## config.mk

```make
export PLATFORM = sky130hd
export DESIGN_NAME = pwm_fader_flat
export DESIGN_NICKNAME = d
export VERILOG_FILES = /design/src/rtl/pwm_fader_pkg.sv /design/src/rtl/pwm_fader_if.sv /design/src/rtl/pwm_fader_channel.sv /design/src/rtl/pwm_fader.sv /design/src/flat_wrapper.sv
export SDC_FILE = /design/constraint.sdc
export NUM_CORES = 1
export LEC_CHECK = 0
export CORE_MARGIN = 3
export CORE_UTILIZATION = 45
export CTS_CLUSTER_SIZE = 12
export DETAILED_ROUTE_END_ITERATION = 10
export GPL_ROUTABILITY_DRIVEN = 0
export GPL_TIMING_DRIVEN = 0
export PLACE_DENSITY = 0.64
export SLEW_MARGIN = 30
export SYNTH_ARGS = -nofsm -noshare
export SYNTH_HDL_FRONTEND = slang
export SYNTH_SLANG_ARGS = --single-unit
```

## constraint.sdc

```tcl
create_clock -name clk -period 6.6 [get_ports clk]
set_input_delay 1.32 -clock clk [delete_from_list [all_inputs] [get_ports clk]]
set_output_delay 1.32 -clock clk [all_outputs]
set_load 0.005 [all_outputs]
```

## src/rtl/pwm_fader_pkg.sv

```systemverilog
// Shared mode and direction encodings for the multi-channel PWM fader.
package pwm_fader_pkg;

    typedef enum logic [1:0] {
        MODE_OFF     = 2'd0,
        MODE_STATIC  = 2'd1,
        MODE_RAMP    = 2'd2,
        MODE_BREATHE = 2'd3
    } mode_t;

    typedef enum logic {
        DIR_UP   = 1'b0,
        DIR_DOWN = 1'b1
    } dir_t;

endpackage

```

## src/rtl/pwm_fader_if.sv

```systemverilog
// Configuration write bus: one-cycle strobe carrying channel, mode and level.
interface pwm_fader_if
    import pwm_fader_pkg::*;
#(
    parameter int WIDTH    = 12,
    parameter int CHANNELS = 3
);
    localparam int CW = (CHANNELS > 1) ? $clog2(CHANNELS) : 1;

    logic             cfg_we;
    logic [CW-1:0]    cfg_ch;
    mode_t            cfg_mode;
    logic [WIDTH-1:0] cfg_level;

    modport master (
        output cfg_we, cfg_ch, cfg_mode, cfg_level
    );

    modport slave (
        input cfg_we, cfg_ch, cfg_mode, cfg_level
    );

endinterface

```

## src/rtl/pwm_fader_channel.sv

```systemverilog
// One PWM channel: mode/target/level/dir state, duty shadow and output flop.
module pwm_fader_channel
    import pwm_fader_pkg::*;
#(
    parameter int WIDTH  = 12,
    parameter int INVERT = 1
) (
    input  logic             clk,
    input  logic             reset,
    input  logic [WIDTH-1:0] counter,
    input  logic             wrap,
    input  logic             tick,
    input  logic             we,
    input  mode_t            mode_in,
    input  logic [WIDTH-1:0] level_in,
    output logic             pwm,
    output logic             fading
);
    localparam logic INV = (INVERT != 0);

    mode_t            mode;
    dir_t             dir;
    dir_t             br_dir;
    logic [WIDTH-1:0] target;
    logic [WIDTH-1:0] level;
    logic [WIDTH-1:0] duty;
    logic [WIDTH-1:0] ramp_nxt;
    logic [WIDTH-1:0] br_nxt;
    logic             down;

    // A level at or above target always heads down, covering a lowered target.
    always_comb begin
        down = (level != '0) && (dir == DIR_DOWN || level >= target);
        br_nxt = down ? level - 1'b1 : level + 1'b1;
        if (br_nxt == target)
            br_dir = DIR_DOWN;
        else if (br_nxt == '0)
            br_dir = DIR_UP;
        else
            br_dir = down ? DIR_DOWN : DIR_UP;
        if (level < target)
            ramp_nxt = level + 1'b1;
        else if (level > target)
            ramp_nxt = level - 1'b1;
        else
            ramp_nxt = level;
    end

    always_ff @(posedge clk) begin
        if (reset) begin
            mode   <= MODE_OFF;
            dir    <= DIR_UP;
            target <= '0;
            level  <= '0;
            duty   <= '0;
            pwm    <= INV;
        end else begin
            if (wrap)
                duty <= level;
            pwm <= (counter < duty) ^ INV;
            // A write on a tick cycle wins; this channel skips that tick.
            if (we) begin
                mode   <= mode_in;
                target <= level_in;
                unique case (1'b1)
                    mode_in == MODE_OFF:     level <= '0;
                    mode_in == MODE_STATIC:  level <= level_in;
                    mode_in == MODE_BREATHE: dir <= DIR_UP;
                    default: ;
                endcase
            end else if (tick) begin
                unique case (1'b1)
                    mode == MODE_RAMP: level <= ramp_nxt;
                    mode == MODE_BREATHE: begin
                        if (!(target == '0 && level == '0)) begin
                            level <= br_nxt;
                            dir   <= br_dir;
                        end
                    end
                    default: ;
                endcase
            end
        end
    end

    assign fading = (mode == MODE_RAMP && level != target)
                 || (mode == MODE_BREATHE && target != '0);

endmodule

```

## src/rtl/pwm_fader.sv

```systemverilog
// Multi-channel PWM with fade engine: shared period counter and fade prescaler.
module pwm_fader
    import pwm_fader_pkg::*;
#(
    parameter int WIDTH    = 12,
    parameter int CHANNELS = 3,
    parameter int FADE_DIV = 16,
    parameter int INVERT   = 1
) (
    input  logic                clk,
    input  logic                reset,
    pwm_fader_if.slave          cfg,
    output logic [CHANNELS-1:0] pwm_out,
    output logic                period_start,
    output logic [CHANNELS-1:0] fading
);
    localparam int CW = (CHANNELS > 1) ? $clog2(CHANNELS) : 1;
    localparam int PW = (FADE_DIV > 1) ? $clog2(FADE_DIV) : 1;
    localparam logic [PW-1:0] PLAST = PW'(FADE_DIV - 1);

    logic [WIDTH-1:0] counter;
    logic [PW-1:0]    presc;
    logic             wrap;
    logic             tick;

    assign wrap = (counter == '1);
    assign tick = wrap && (presc == PLAST);

    always_ff @(posedge clk) begin
        if (reset) begin
            counter      <= '0;
            presc        <= '0;
            period_start <= 1'b0;
        end else begin
            counter      <= counter + 1'b1;
            period_start <= (counter == '0);
            if (wrap)
                presc <= (presc == PLAST) ? '0 : presc + 1'b1;
        end
    end

    // Channel indices beyond CHANNELS never match, so such writes vanish.
    for (genvar i = 0; i < CHANNELS; i++) begin : g_ch
        pwm_fader_channel #(
            .WIDTH  (WIDTH),
            .INVERT (INVERT)
        ) u_ch (
            .clk      (clk),
            .reset    (reset),
            .counter  (counter),
            .wrap     (wrap),
            .tick     (tick),
            .we       (cfg.cfg_we && (cfg.cfg_ch == CW'(i))),
            .mode_in  (cfg.cfg_mode),
            .level_in (cfg.cfg_level),
            .pwm      (pwm_out[i]),
            .fading   (fading[i])
        );
    end

endmodule

```

## src/flat_wrapper.sv

```systemverilog
// flat-port wrapper written by rule: the top's interface ports become plain ports
module pwm_fader_flat import pwm_fader_pkg::*;
#(
    parameter int WIDTH    = 12,
    parameter int CHANNELS = 3,
    parameter int FADE_DIV = 16,
    parameter int INVERT   = 1
)
  (clk, reset, pwm_out, period_start, fading, cfg_cfg_we, cfg_cfg_ch, cfg_cfg_mode, cfg_cfg_level);
  pwm_fader_if #(.WIDTH(WIDTH), .CHANNELS(CHANNELS)) cfg_i ();
  input  logic clk;
  input  logic reset;
  output logic [CHANNELS-1:0] pwm_out;
  output logic period_start;
  output logic [CHANNELS-1:0] fading;
  input wire logic [$bits(cfg_i.cfg_we)-1:0] cfg_cfg_we;
  input wire logic [$bits(cfg_i.cfg_ch)-1:0] cfg_cfg_ch;
  input wire logic [$bits(cfg_i.cfg_mode)-1:0] cfg_cfg_mode;
  input wire logic [$bits(cfg_i.cfg_level)-1:0] cfg_cfg_level;
  assign cfg_i.cfg_we = cfg_cfg_we;
  assign cfg_i.cfg_ch = cfg_cfg_ch;
  assign cfg_i.cfg_mode = cfg_cfg_mode;
  assign cfg_i.cfg_level = cfg_cfg_level;
  pwm_fader #(.WIDTH(WIDTH), .CHANNELS(CHANNELS), .FADE_DIV(FADE_DIV), .INVERT(INVERT)) u_core (.clk(clk), .reset(reset), .cfg(cfg_i), .pwm_out(pwm_out), .period_start(period_start), .fading(fading));
endmodule
```

* After elaboration in Yosys (flattened, before gate mapping) *
Cells that the tools add are included.

word-level totals
  input port bits = 19
  bits in registers = 137

cells by class
  multiplexer cells = 45
  bitwise gates (word level) = 3
  add/sub/neg operators = 8
  eq/ne operators = 33
  $lt $le $gt $ge = 12
  reduce and logical (&&, ||, !) cells = 55

operator list
  cell                   number
  $mux 12                18
  $logic_not 12->1       10
  $pmux 12 s2            4
  $lt 12x12->1           6
  $reduce_bool 12->1     6
  $add 12x1->12 const B  4
  $eq 12x12->1           3
  $ge 12x12->1           3
  $gt 12x12->1           3
  $ne 12x12->1           3
  $sub 12x1->12 const B  3
  $mux 1                 22
  $eq 2x2->1 const B     8
  $logic_and 1x1->1      16
  $reduce_and 5->1       3
  $eq 12x12->1 const B   1
  $ne 4x4->1 const B     3
  $reduce_and 4->1       3
  $reduce_bool 2->1      6
  $ne 3x1->1 const B     3
  $ne 3x3->1 const B     3
  $reduce_bool 3->1      3
  $logic_or 1x1->1       6
  $ne 2x1->1 const B     3
  7 further kinds        13

* Logic depth before layout (Yosys ltp) *
  depth in word-level cells = 11
  mapped depth = 14
  mapped depth without buffers = 12

* By module *
A second synthesis with hierarchy kept.

unflattened totals
  cell total of the unflattened synthesis = 1,287
  area total of the unflattened synthesis = 10,500.1 um^2

modules (own cells, without submodules)
  module                                       times used  cells an instance  area each (um^2)  sequential area each (um^2)
  pwm_fader_channel (u_core.g_ch[0].u_ch ...)  2           394                3,164.3           800.8
  pwm_fader_channel (u_core.g_ch[2].u_ch)      1           414                3,364.5           800.8
  pwm_fader                                    1           85                 807.0             340.3

* Worst setup path after synthesis *
OpenSTA, ideal clock, no wires.

  path type = register -> register
  from = register u_core.g_ch[1].u_ch.level[0]
  to = register u_core.g_ch[1].u_ch.dir
  data arrival time = 3.221 ns
  cell stages (with the launch flop) = 14
  path slack = 3.254 ns
  required time = 6.475 ns
  path through = dfxtp_1 > clkbuf_1 > inv_1 > ha_1 > and4_1 > a31oi_1 > a21boi_0 > nor4b_1 > nor2_1 > or4_1 > a221oi_1 > o2111ai_1 > o21ai_0 > o41ai_1

on the way
  longest elaborated chain between the ends = 11
  elaborated cells on any way between the ends = 20
  those cells by class = 2 x add/sub; 1 x order compare; 2 x eq/ne; 8 x mux; 7 x reduce/logical

ends and longest elaborated chain
  element                 RTL line                 source
  start, declared         pwm_fader_channel.sv:25  logic [WIDTH-1:0] level;
  start signal, assigned  pwm_fader_channel.sv:67  mode_in == MODE_STATIC: level <= level_in;
  start signal, assigned  pwm_fader_channel.sv:73  mode == MODE_RAMP: level <= ramp_nxt;
  start signal, assigned  pwm_fader_channel.sv:76  level <= br_nxt;
  $ge 12x12->1            pwm_fader_channel.sv:33  down = (level != '0) && (dir == DIR_DOWN || level >= target);
  $logic_or 1x1->1        pwm_fader_channel.sv:33
  $logic_and 1x1->1       pwm_fader_channel.sv:33
  $mux 12                 pwm_fader_channel.sv:34  br_nxt = down ? level - 1'b1 : level + 1'b1;
  $logic_not 12->1        pwm_fader_channel.sv:37  else if (br_nxt == '0)
  $mux 1                  pwm_fader_channel.sv:37
  $mux 1                  pwm_fader_channel.sv:35  if (br_nxt == target)
  $mux 1                  pwm_fader_channel.sv:75  if (!(target == '0 && level == '0)) begin
  $mux 1                  pwm_fader_channel.sv:72  unique case (1'b1)
  $mux 1                  pwm_fader_channel.sv:71  end else if (tick) begin
  $mux 1                  pwm_fader_channel.sv:62  if (we) begin
  end signal, assigned    pwm_fader_channel.sv:77  dir <= br_dir;
  end, declared           pwm_fader_channel.sv:22  dir_t dir;

Several ways; a longest one is shown, not always the timed one. The select of a mux whose other input is x is not followed.
A chain may end at the register's enable or synchronous reset.

* Final worst setup path *
Same ends and word-level chain as after synthesis.

==> summary.md <==
| Metric | Value |
|---|---|
| Die extent in y | 159 µm |
| Setup Skew | approximately 12 ps |
| Total CTS buffers | 17 |
| RR Endpoint | u_core.g_ch[1].u_ch.dir |
| I/O pins | 26 |
| Fin. Hold Viols | 0 |
| Pleak | between 4 and 5 nW |
| Worst Reg-to-Reg Cells | 13 |
| Final setup viols | 0 |
| Post-synth top flop | dfxtp_1 |
| # resized after CTS | 0 |
| Yosys reg bits | 137 |
| Gr ovfl total | 0 |
| Initial Utilization | between 40% and 50% |
| Required @ worst endpoint | 6910 ps |
| Synth top area share | a little over a quarter |
| Final Max Slew Viols | 0 |
| Worst hold margin | 454 ps |
| CTS Root Cell | clkbuf_16 |
| Clk_lat worst skew | 430 ps |
| Ys Warns | 0 |
| Initial antenna violation count | 0 |
| Largest fanout on the critical path | 9 |
| Clock Sinks | roughly 140 |
| Sequential area share after synthesis | 26.1% |
| Maximum vdd drop | 0.157 mV |
| Mux share of post-synthesis cell area | ~3.8% |
| Post-Syn Area | 10500 µm² |
| CP max stage cell | or4_1 |
| Layout net count | 1597 |
| Switching Fraction | 35.2% |
| Setup crit end | u_core.g_ch[1].u_ch.dir |
| Clock share of power | a little over a third |
| Clk buf depth | 2 |
| First-pass GRT wire length | 56300 µm |
| Htree depth | 4 |
| Largest family of logic cells by synthesized area | simple AND/OR/NAND/NOR gates |
| Final worst slack | about 2200 ps |
| WS Path Type | reg2reg |
| Synth Area in Adders | 9.64% |
| Logic pwr share | 31.9% |
| Setup TNS | 0 ps |
| Relative slew slack | 41.6% |
| Worst r2r src | u_core.g_ch[1].u_ch.level[0] |
| Slowest stage delay, CP | ~570 ps |
| Critical Path Sink Type | register |
| Power Total | 2.67 mW |
| Compound-Gate Fraction of Synth Area | 19.7% |
| Post-synth top cells | nand2_1 (255), a21oi_1 (153), dfxtp_1 (137), nor2_1 (102), inv_1 (89) |
| Peak Freq | 225 MHz |
| Crit path launch type | register |
| Layout area overhead | 11.6% |
| Switching power | 0.940 mW |
| EDFF count, synth | 0 |
| Total number of vias | approximately 11000 |
| Simple-gate share of the synthesized area | 25.5% |
| Final antenna-violating net count | 0 |
| Wirelength per Cell | 19.4 µm |
| Status | complete, no violations |
| Pwr/cell area | between 200 and 250 nW/µm² |
| Cell Int Power | 1.73 mW |
| RSZ-0062 raised after global routing | false |
| Min-Delay Path Class | reg2reg |
| CTS tree | built |
| Arr. time, crit path | 4750 ps |
| Cells after Synth | 1454 |
| R2R Setup Slk | ~2200 ps |
| Initial DRC Count | 1153 |
| Via-to-Cell Ratio | 5.95 |
| Post-Synth XOR/XNOR Area | under 10% |
| Tcrit/Tclk final | between 60% and 70% |
| Largest net degree at the start of global routing | 17 |
| DRC Markers | 0 |
| Post-synthesis average cell area | 7.23 µm² |
| Tmin final | 4440 ps |
| Flop pwr share | 32.9% |
| Critical path, cell by cell | clkbuf_1 -> inv_1 -> ha_1 -> and4_1 -> a31oi_1 -> a21boi_0 -> nor4b_1 -> nor2_1 -> or4_1 -> a221oi_1 -> o2111ai_1 -> o21ai_0 -> o41ai_1 |
| Top cells by area, synth | dfxtp_1 (26%), ha_1 (9.6%), nand2_1 (9.1%) |
| Top-count cell post-synth | nand2_1 |
| Pre-CTS setup slack | approximately 1900 ps |
| Die X-Extent | roughly 160 µm |
| Least-Margin Pin Slew | roughly 880 ps |
| Max Cap Viol | 0 |
| Total GRT Usage | 27.8% |
| Vias in the first global route | between 10000 and 15000 |
| Ys async rst share | 0% |
| Final WL | approximately 35000 µm |
| # fillers | about 2200 |
| Cell Rows | between 50 and 60 |
| Die area | 25200 µm² |
| Synthesized Nets | 1554 |
| 1st-pass router iterations | 6 |
| Proportion of layout cells with a drive suffix above 1 | 4.77% |
| DPL Wire Length | 27200 µm |
| Worst-path clk slew | 60 ps |
| Number of buffers inserted by hold repair at cts | 0 |
| Buffers on Ports | 24 |
| Post-CTS setup buffers | 0 |
| Area leader, netlist | dfxtp_1 |
| Crit path from | u_core.g_ch[1].u_ch.level[0] |
| Netlist cell types | 80 |
| Core Box Area | between 20000 and 25000 µm² |
| Antenna cells | 0 |
## through the flow
stage | cells | utilization, % | area (µm²)
global placement | 1791 | 48.9 | 11100
floorplan | 1454 | - | 10500
CTS | 1823 | 51.5 | 11700
detailed placement | 1791 | 48.9 | 11100
global route | 1823 | 51.5 | 11700
finish | 1823 | 51.5 | 11700
## critical path: cells and delay by family, from the launching register on
kind / cells / cell delay (ps)
AOI/OAI and AO/OA: 6 / 1300
adders and majority gates: 1 / 350
buffers and inverters: 2 / 670
DFF: 1 / 330
and+or+nand+nor: 4 / 1680
## cells in the final DEF, fill, tap and decap left out, drive strengths merged, types with 5 or more instances in the layout
cell type	instances
nand2	256
a21oi	154
dfxtp	137
nor2	102
clkbuf	95
inv	92
ha	81
xnor2	63
o21ai	62
nand3	52
mux2i	36
nor3	36
xor2	29
nand4	28
clkdlybuf4s50	24
buf	22
nor4	20
a21o	18
a211oi	17
and3	15
o22ai	12
or3	12
nand2b	10
o211ai	10
a31oi	10
and4	8
nor2b	7
a21boi	7
o31ai	6
or4	6
clkinv	6
a311oi	5
o221ai	5
and2	5
or2	5
## registers in the layout (all words and copies together) (netlist names)
register                 cells
u_core.counter              12
u_core.g_ch.u_ch.dir         3
u_core.g_ch.u_ch.duty       36
u_core.g_ch.u_ch.level      36
u_core.g_ch.u_ch.mode        6
u_core.g_ch.u_ch.pwm         3
u_core.g_ch.u_ch.target     36
u_core.period_start          1
u_core.presc                 4
## area by class of cell
cell class,instances,area [µm²],share of cell area [%]
plain buffers,100,465,3.97
repair buffers,24,240,2.05
clock inverters,13,120,1.02
inverters,89,334,2.85
well taps,313,392,3.34
clock buffers,19,453,3.86
flip-flops and latches,137,2740,23.4
multi-input cells,1128,6980,59.5
## power groups by stage
stage	Combinational (mW)	Sequential, mW	Clock [mW]
2_1_floorplan	0.628	0.882	0
3_3_place_gp	0.825	0.896	0
3_5_place_dp	0.829	0.896	0
4_1_cts	0.834	0.878	0.940
5_1_grt	0.927	0.881	0.980
6_report	0.852	0.879	0.937
## how the worst min path moves through the flow
stage / cells after the start / to / slack [ps] / from
final: 2 / u_core.g_ch[0].u_ch.duty[6] / 450 / u_core.g_ch[0].u_ch.duty[6]
after global routing: 2 / u_core.g_ch[0].u_ch.duty[3] / 480 / u_core.g_ch[0].u_ch.duty[3]
after CTS: 2 / u_core.g_ch[0].u_ch.duty[6] / 460 / u_core.g_ch[0].u_ch.duty[6]
after detailed placement: 2 / u_core.g_ch[0].u_ch.duty[6] / 450 / u_core.g_ch[0].u_ch.duty[6]
after global placement: 1 / u_core.counter[0] / 440 / u_core.counter[0]
after floorplan: 1 / u_core.counter[0] / 430 / u_core.counter[0]
## metal layers
layer	routed length [µm]	global-route usage, %
met1	15500	37.9
met2	16000	45.2
met3	2790	4.04
met4	1050	9.11
met5	0	0
## logic make-up (layout without fill, tap and decap cells)
group,count (synthesis),in the layout
compound gates,342,342
fa+ha+maj,81,81
mux,38,38
buf+inv,189,245
simple gates,575,575
flops,137,137
xor+xnor,92,92
Power figures use the tool's default switching activity.
==> RTL edit 1 (config.mk and constraints unchanged) <==
Make the reset (`reset`) asynchronous in 2 clocked blocks.
--- a/src/rtl/pwm_fader_channel.sv
+++ b/src/rtl/pwm_fader_channel.sv
@@ -46,7 +46,7 @@
             ramp_nxt = level;
     end
 
-    always_ff @(posedge clk) begin
+    always_ff @(posedge clk or posedge reset) begin
         if (reset) begin
             mode   <= MODE_OFF;
             dir    <= DIR_UP;
--- a/src/rtl/pwm_fader.sv
+++ b/src/rtl/pwm_fader.sv
@@ -26,7 +26,7 @@
     assign wrap = (counter == '1);
     assign tick = wrap && (presc == PLAST);
 
-    always_ff @(posedge clk) begin
+    always_ff @(posedge clk or posedge reset) begin
         if (reset) begin
             counter      <= '0;
             presc        <= '0;
Check against the original RTL: differs if reset is asserted again (counterexample within 4 cycles, from zero or initial values and one cycle with reset high); with reset held inactive, the same outputs for 4 cycles.
==> RTL edit 1 against the unedited design <==
Design area is 4.0% higher. Critical path depth is 6 lower. Final cell count down 7.2%. Largest cell class unchanged. Register-to-register slack improved by 970 ps. Sequential cell count is the same. Synthesized cell count shrank 9.6%. Worst setup slack better by 160 ps. Wire length grew 0.31%. Synthesized area increased by 3.4%.
Power is not compared: it rests on default switching activity, and its combinational part moved more than twofold at a synthesized area within 25%.
==> RTL edit 1: results (changes against the unedited design) <==
CTS
  – H-tree depth: 4 (unchanged)
  – Hold buffers post-CTS: 0 (unchanged)
  – CTS root buffer: clkbuf_16
  – PostCTS Resize Cnt: 0 (unchanged)
  – Worst-Skew Late Latency: 430 ps (about the same)
  – Num CTS Buffers: 17 (unchanged)
  – Total setup buffers inserted after CTS: 0 (unchanged)
  – Clk buf depth: 2 (unchanged)

Outcome
  – Status: finished, final reports clean

STA
  – Worst slew pin tran: 774 ps (-102 ps)
  – Period utilization: 64.8% (-2.5 points)
  – Clock Skew: 15.4 ps (+3.84 ps)
  – Final hold slack: 474 ps (+19.7 ps)

Synth
  – Synthesized Nets: 1414 (-9.0%)
  – Post-synthesis mux area share: 5.49% (+1.7 points)
  – YS warnings: 0 (unchanged)
  – Post-synthesis compound-gate area fraction: 18.5% (-1.3 points)
  – Ys flop type: dfrtp_1
  – Synth top area cells: dfrtp_1 (31%), ha_1 (9.3%), xnor2_1 (6.4%)
  – Synth top area share: 30.9% (+4.8 points)
  – Post-synthesis xor/xnor area fraction: 8.06% (+0.39 points)
  – Register area share after synthesis: 31.6% (+5.5 points)
  – Post-synth top cells: nand2_1 (176), dfrtp_1 (134), o21ai_0 (116)
  – Post-synthesis adder-cell area fraction: 9.33% (-0.32 points)
  – Unique masters post-synth: 82 (+2.5%)
  – Ys async rst share: 100% (+100 points)

Setup path
  – End of the critical path: fading[2]
  – Worst R2R Setup Slack: 3130 ps (+970 ps)
  – FF-to-FF Start: u_core.g_ch[1].u_ch.target[7]
  – CP max-delay cell: dfrtp_1
  – Crit path DAT: 2960 ps (-1790 ps)
  – R2r endpoint: u_core.g_ch[1].u_ch.level[0]
  – R2r worst-path depth: 12 (-1)
  – Worst setup startpoint: u_core.g_ch[2].u_ch.level[0]
  – Max incr delay on CP: 530 ps (-40 ps)
  – Max Fanout on Critical Path: 8 (-1)

Global routing
  – Largest net degree at the start of global routing: 72 (+55)
  – First-pass GRT wire length: 56.1 mm (-0.27%)
  – Vias in the first global route: 9961 (-2.5%)
  – Gr usage total: 27.3% (-0.50 points)
  – Initial antenna violation count: 1 (+1)

Power
  – Sw frac: 45.5%
  – Leakage power: 5.03 nW
  – Peak supply drop: between 150 and 200 µV

Placed design
  – Dpl ws: 2260 ps (+391 ps)
  – Port Buffers: 25 (+4.2%)
  – Hpwl dp: 25.8 mm (-5.0%)

Detailed routing
  – Pre-antenna DRT Iters: 6 (unchanged)
  – Drt initial violations: 1178 (+2.2%)
  – Via count of the routed design: 10414 (-4.0%)
  – Drt wl/cell: 21.0 µm (+8.1%)

Cells and area
  – Share of layout cells above drive strength 1: 7.14% (+2.4 points)
  – Top Registers: u_core.g_ch.u_ch.duty x36, u_core.g_ch.u_ch.level x36, u_core.g_ch.u_ch.target x36
  – Layout Nets: 1459 (-8.6%)
  – Fill count: 2258 (+0.53%)

Min path
  – Min-Delay Path Class: reg -> reg
  – Min-delay src: u_core.presc[3]

Job
  – Max-cap violations: 0 (unchanged)
## RTL edit 1: metrics by stage
| step | util (%) | total power [mW] | cells | instance area, µm² |
|---|---|---|---|---|
| after floorplan | - | 3.22 | 1314 | 10900 |
| after global placement | 48.8 | 3.86 | 1658 | 11500 |
| after detailed placement | 48.9 | 3.91 | 1659 | 11600 |
| after CTS | 51.7 | 4.99 | 1691 | 12200 |
| after global routing | 51.7 | 5.36 | 1691 | 12200 |
| final | 51.7 | 5.06 | 1691 | 12200 |
## RTL edit 1: cells by family (layout without fill, tap and decap cells)
logic type / after synthesis / count (layout)
AO/OA/AOI/OAI: 321 / 321
XOR/XNOR: 100 / 100
adder cells (fa/ha/maj): 81 / 81
buffers and inverters: 167 / 225
flip-flops: 137 / 137
multiplexers: 55 / 55
AND/OR/NAND/NOR: 453 / 453
## RTL edit 1: how the worst min path moves through the flow
stage	endpoint	cells after the start
2_1_floorplan	u_core.presc[3]	1
3_3_place_gp	u_core.presc[3]	1
3_5_place_dp	u_core.presc[3]	1
4_1_cts	u_core.presc[3]	1
5_1_grt	u_core.presc[2]	1
6_report	u_core.presc[3]	1
## RTL edit 1: worst max-delay path: cells and delay by family (launching register included)
kind | cells | cell delay [ps]
and+or+nand+nor | 3 | 820
adders and majority gates | 1 | 340
buffers and inverters | 3 | 830
DFF | 1 | 530
## RTL edit 1: routing by layer
metal	GRT usage (%)	vias up	wire length (µm)
li1	-	4747	-
met5	0	-	7
met3	5.33	83	3010
met4	9.62	2	1140
met2	42.8	498	16100
met1	37.6	5084	15300
## RTL edit 1: power by group through the flow
stage	combinational (mW)	clock, mW	sequential [mW]
floorplan	2.10	0	1.12
global placement	2.64	0	1.22
detailed placement	2.69	0	1.22
CTS	2.71	1.07	1.21
global route	3.01	1.11	1.23
finish	2.78	1.07	1.22
## RTL edit 1: area by class of cell
cell class                      count  area share [%]
Multi-Input combinational cell   1010            55.3
Sequential cell                   137            28.1
Clock buffer                       20            3.74
Tap cell                          319            3.27
Buffer                             81            3.05
Inverter                           86            2.71
Timing Repair Buffer               26            2.28
Clock inverter                     12            1.55
==> RTL edit 2 (same flow settings) <==
Made on the original files. `WIDTH` is set to 12 in 4 places; all go to 6.
--- a/src/rtl/pwm_fader_if.sv
+++ b/src/rtl/pwm_fader_if.sv
@@ -2,7 +2,7 @@
 interface pwm_fader_if
     import pwm_fader_pkg::*;
 #(
-    parameter int WIDTH    = 12,
+    parameter int WIDTH    = 6,
     parameter int CHANNELS = 3
 );
     localparam int CW = (CHANNELS > 1) ? $clog2(CHANNELS) : 1;
--- a/src/rtl/pwm_fader_channel.sv
+++ b/src/rtl/pwm_fader_channel.sv
@@ -2,7 +2,7 @@
 module pwm_fader_channel
     import pwm_fader_pkg::*;
 #(
-    parameter int WIDTH  = 12,
+    parameter int WIDTH  = 6,
     parameter int INVERT = 1
 ) (
     input  logic             clk,
--- a/src/rtl/pwm_fader.sv
+++ b/src/rtl/pwm_fader.sv
@@ -2,7 +2,7 @@
 module pwm_fader
     import pwm_fader_pkg::*;
 #(
-    parameter int WIDTH    = 12,
+    parameter int WIDTH    = 6,
     parameter int CHANNELS = 3,
     parameter int FADE_DIV = 16,
     parameter int INVERT   = 1
--- a/src/flat_wrapper.sv
+++ b/src/flat_wrapper.sv
@@ -1,7 +1,7 @@
 // flat-port wrapper written by rule: the top's interface ports become plain ports
 module pwm_fader_flat import pwm_fader_pkg::*;
 #(
-    parameter int WIDTH    = 12,
+    parameter int WIDTH    = 6,
     parameter int CHANNELS = 3,
     parameter int FADE_DIV = 16,
     parameter int INVERT   = 1
Interface: changed (resized cfg_cfg_level); port bits go from 26 to 20. The function was not compared with the original's and may differ.
==> RTL edit 2 against the unedited design <==
Sequential cell count down 60. Worst setup slack better by 580 ps. Design area is 45% lower. Wire length fell by 52%. Synthesized area down 45%. Total power is 51% lower. Sequential share of layout area increased by 0.43 points. Synthesized cell count is 47% lower. Critical endpoint is now fading[1].
==> RTL edit 2: results (changes against the unedited design) <==
Min path
  – Min-Delay Path Class: reg -> reg
  – Min-delay src: u_core.g_ch[1].u_ch.duty[3]

Cells and area
  – Layout Nets: 850 (-47%)
  – Share of layout cells above drive strength 1: 7.53% (+2.8 points)
  – Final non-filler cell total: 965 (-47%)
  – Antenna Cells: 0 (unchanged)
  – Top Registers: u_core.g_ch.u_ch.duty x18, u_core.g_ch.u_ch.level x18, u_core.g_ch.u_ch.target x18

Power
  – Peak supply drop: 106 µV (-32%)
  – Leakage power: 2.41 nW (-44%)

Synth
  – Synthesized Nets: 822 (-47%)
  – YS warnings: 0 (unchanged)
  – Avg Synthesized Cell Area: 7.60 µm² (+5.1%)
  – Synth top area cells: dfxtp_1 (27%), ha_1 (9.7%), nand2_1 (8.2%)
  – Unique masters post-synth: 83 (+3.8%)
  – Post-synth top cells: nand2_1 (127), dfxtp_1 (77), a21oi_1 (76)
  – Register area share after synthesis: 26.6% (+0.47 points)

Setup path
  – Max Fanout on Critical Path: 8 (-1)
  – FF-to-FF Start: u_core.g_ch[2].u_ch.level[0]
  – Crit path DAT: 2540 ps (-2210 ps)
  – Worst setup startpoint: u_core.g_ch[1].u_ch.target[2]

Placed design
  – Placed instance count: 949 (-47%)
  – Port Buffers: 17 (-29%)
  – Hpwl dp: 12.9 mm (-53%)

Outcome
  – Status: finished, final reports clean

STA
  – Worst slew pin tran: 849 ps (-27.2 ps)
  – Clock Skew: 10.4 ps (-1.12 ps)

Global routing
  – Largest net degree at the start of global routing: 14 (-3)
  – First-pass GRT wire length: 27.7 mm (-51%)
  – Gr usage total: 24.1% (-3.7 points)
  – Vias in the first global route: 5364 (-48%)
  – Initial antenna violation count: 0 (unchanged)

CTS
  – Total setup buffers inserted after CTS: 0 (unchanged)
  – Worst-Skew Late Latency: 340 ps (-90 ps)
  – CTS root buffer: clkbuf_16
  – H-tree depth: 3 (-1)
  – PostCTS Resize Cnt: 0 (unchanged)
  – Num CTS Buffers: 9 (-8)

Detailed routing
  – Drt initial violations: 467 (-59%)
  – Drt via density: 5.81 (-2.4%)
  – Drt wl/cell: 17.6 µm (-9.2%)
  – Pre-antenna DRT Iters: 5 (-1)
-- RTL edit 2: layout make-up --
type	instances	area, µm²
Sequential cell	77	1540
Tap cell	168	210
Timing Repair Buffer	17	170
Fill cell	1220	5840
Clock buffer	11	253
Multi-Input combinational cell	589	3840
Inverter	50	189
Clock inverter	5	33.8
Buffer	48	233
-- RTL edit 2: power by group --
part / internal (mW) / switching, mW / leakage, nW
Sequential: 0.477 / 0.0170 / 0.624
Clock: 0.275 / 0.210 / 0.138
Combinational: 0.137 / 0.185 / 1.65
-- RTL edit 2: kinds of logic (layout without fill, tap and decap cells) --
logic type	Yosys count	count (layout)	synth area share, %
compound gates	189	189	22.1
xor+xnor	39	39	5.89
fa+ha+maj	45	45	9.70
buf+inv	98	131	7.27
flops	77	77	26.6
mux	22	22	3.97
simple gates	294	294	24.5
-- RTL edit 2: critical path, stage by stage, from the launching register on --
cell	delay, ps
dfxtp_1	510
inv_1	170
ha_1	310
nand2_1	60
nor2_1	70
a31oi_1	220
a21oi_1	60
nor2b_1	160
buf_4	130
clkdlybuf4s50_1	500
-- RTL edit 2: worst paths after layout --
path	end	slack (ps)	depth (start not counted)
hold reg to reg	u_core.g_ch[1].u_ch.duty[3]	460	2
setup reg to reg	u_core.g_ch[2].u_ch.level[3]	3700	10
hold / removal	u_core.g_ch[1].u_ch.duty[3]	460	2
setup / recovery	fading[1]	2740	9
-- RTL edit 2: per-layer routing --
metal / GRT usage [%] / up-vias / wire (µm)
li1: - / 2728 / -
met1: 32.4 / 2627 / 7750
met2: 39.1 / 207 / 7800
met3: 3.82 / 44 / 1030
met4: 9.02 / 0 / 435
met5: 0 / - / 0
-- RTL edit 2: through the flow --
step / hold slack [ps] / setup slack (ps) / instance area (µm²)
after floorplan: 436 / 3840 / 5800
final: 458 / 2740 / 6470
after global routing: 482 / 2570 / 6470
after detailed placement: 450 / 2910 / 6180
after CTS: 458 / 2760 / 6470
after global placement: 449 / 2900 / 6180
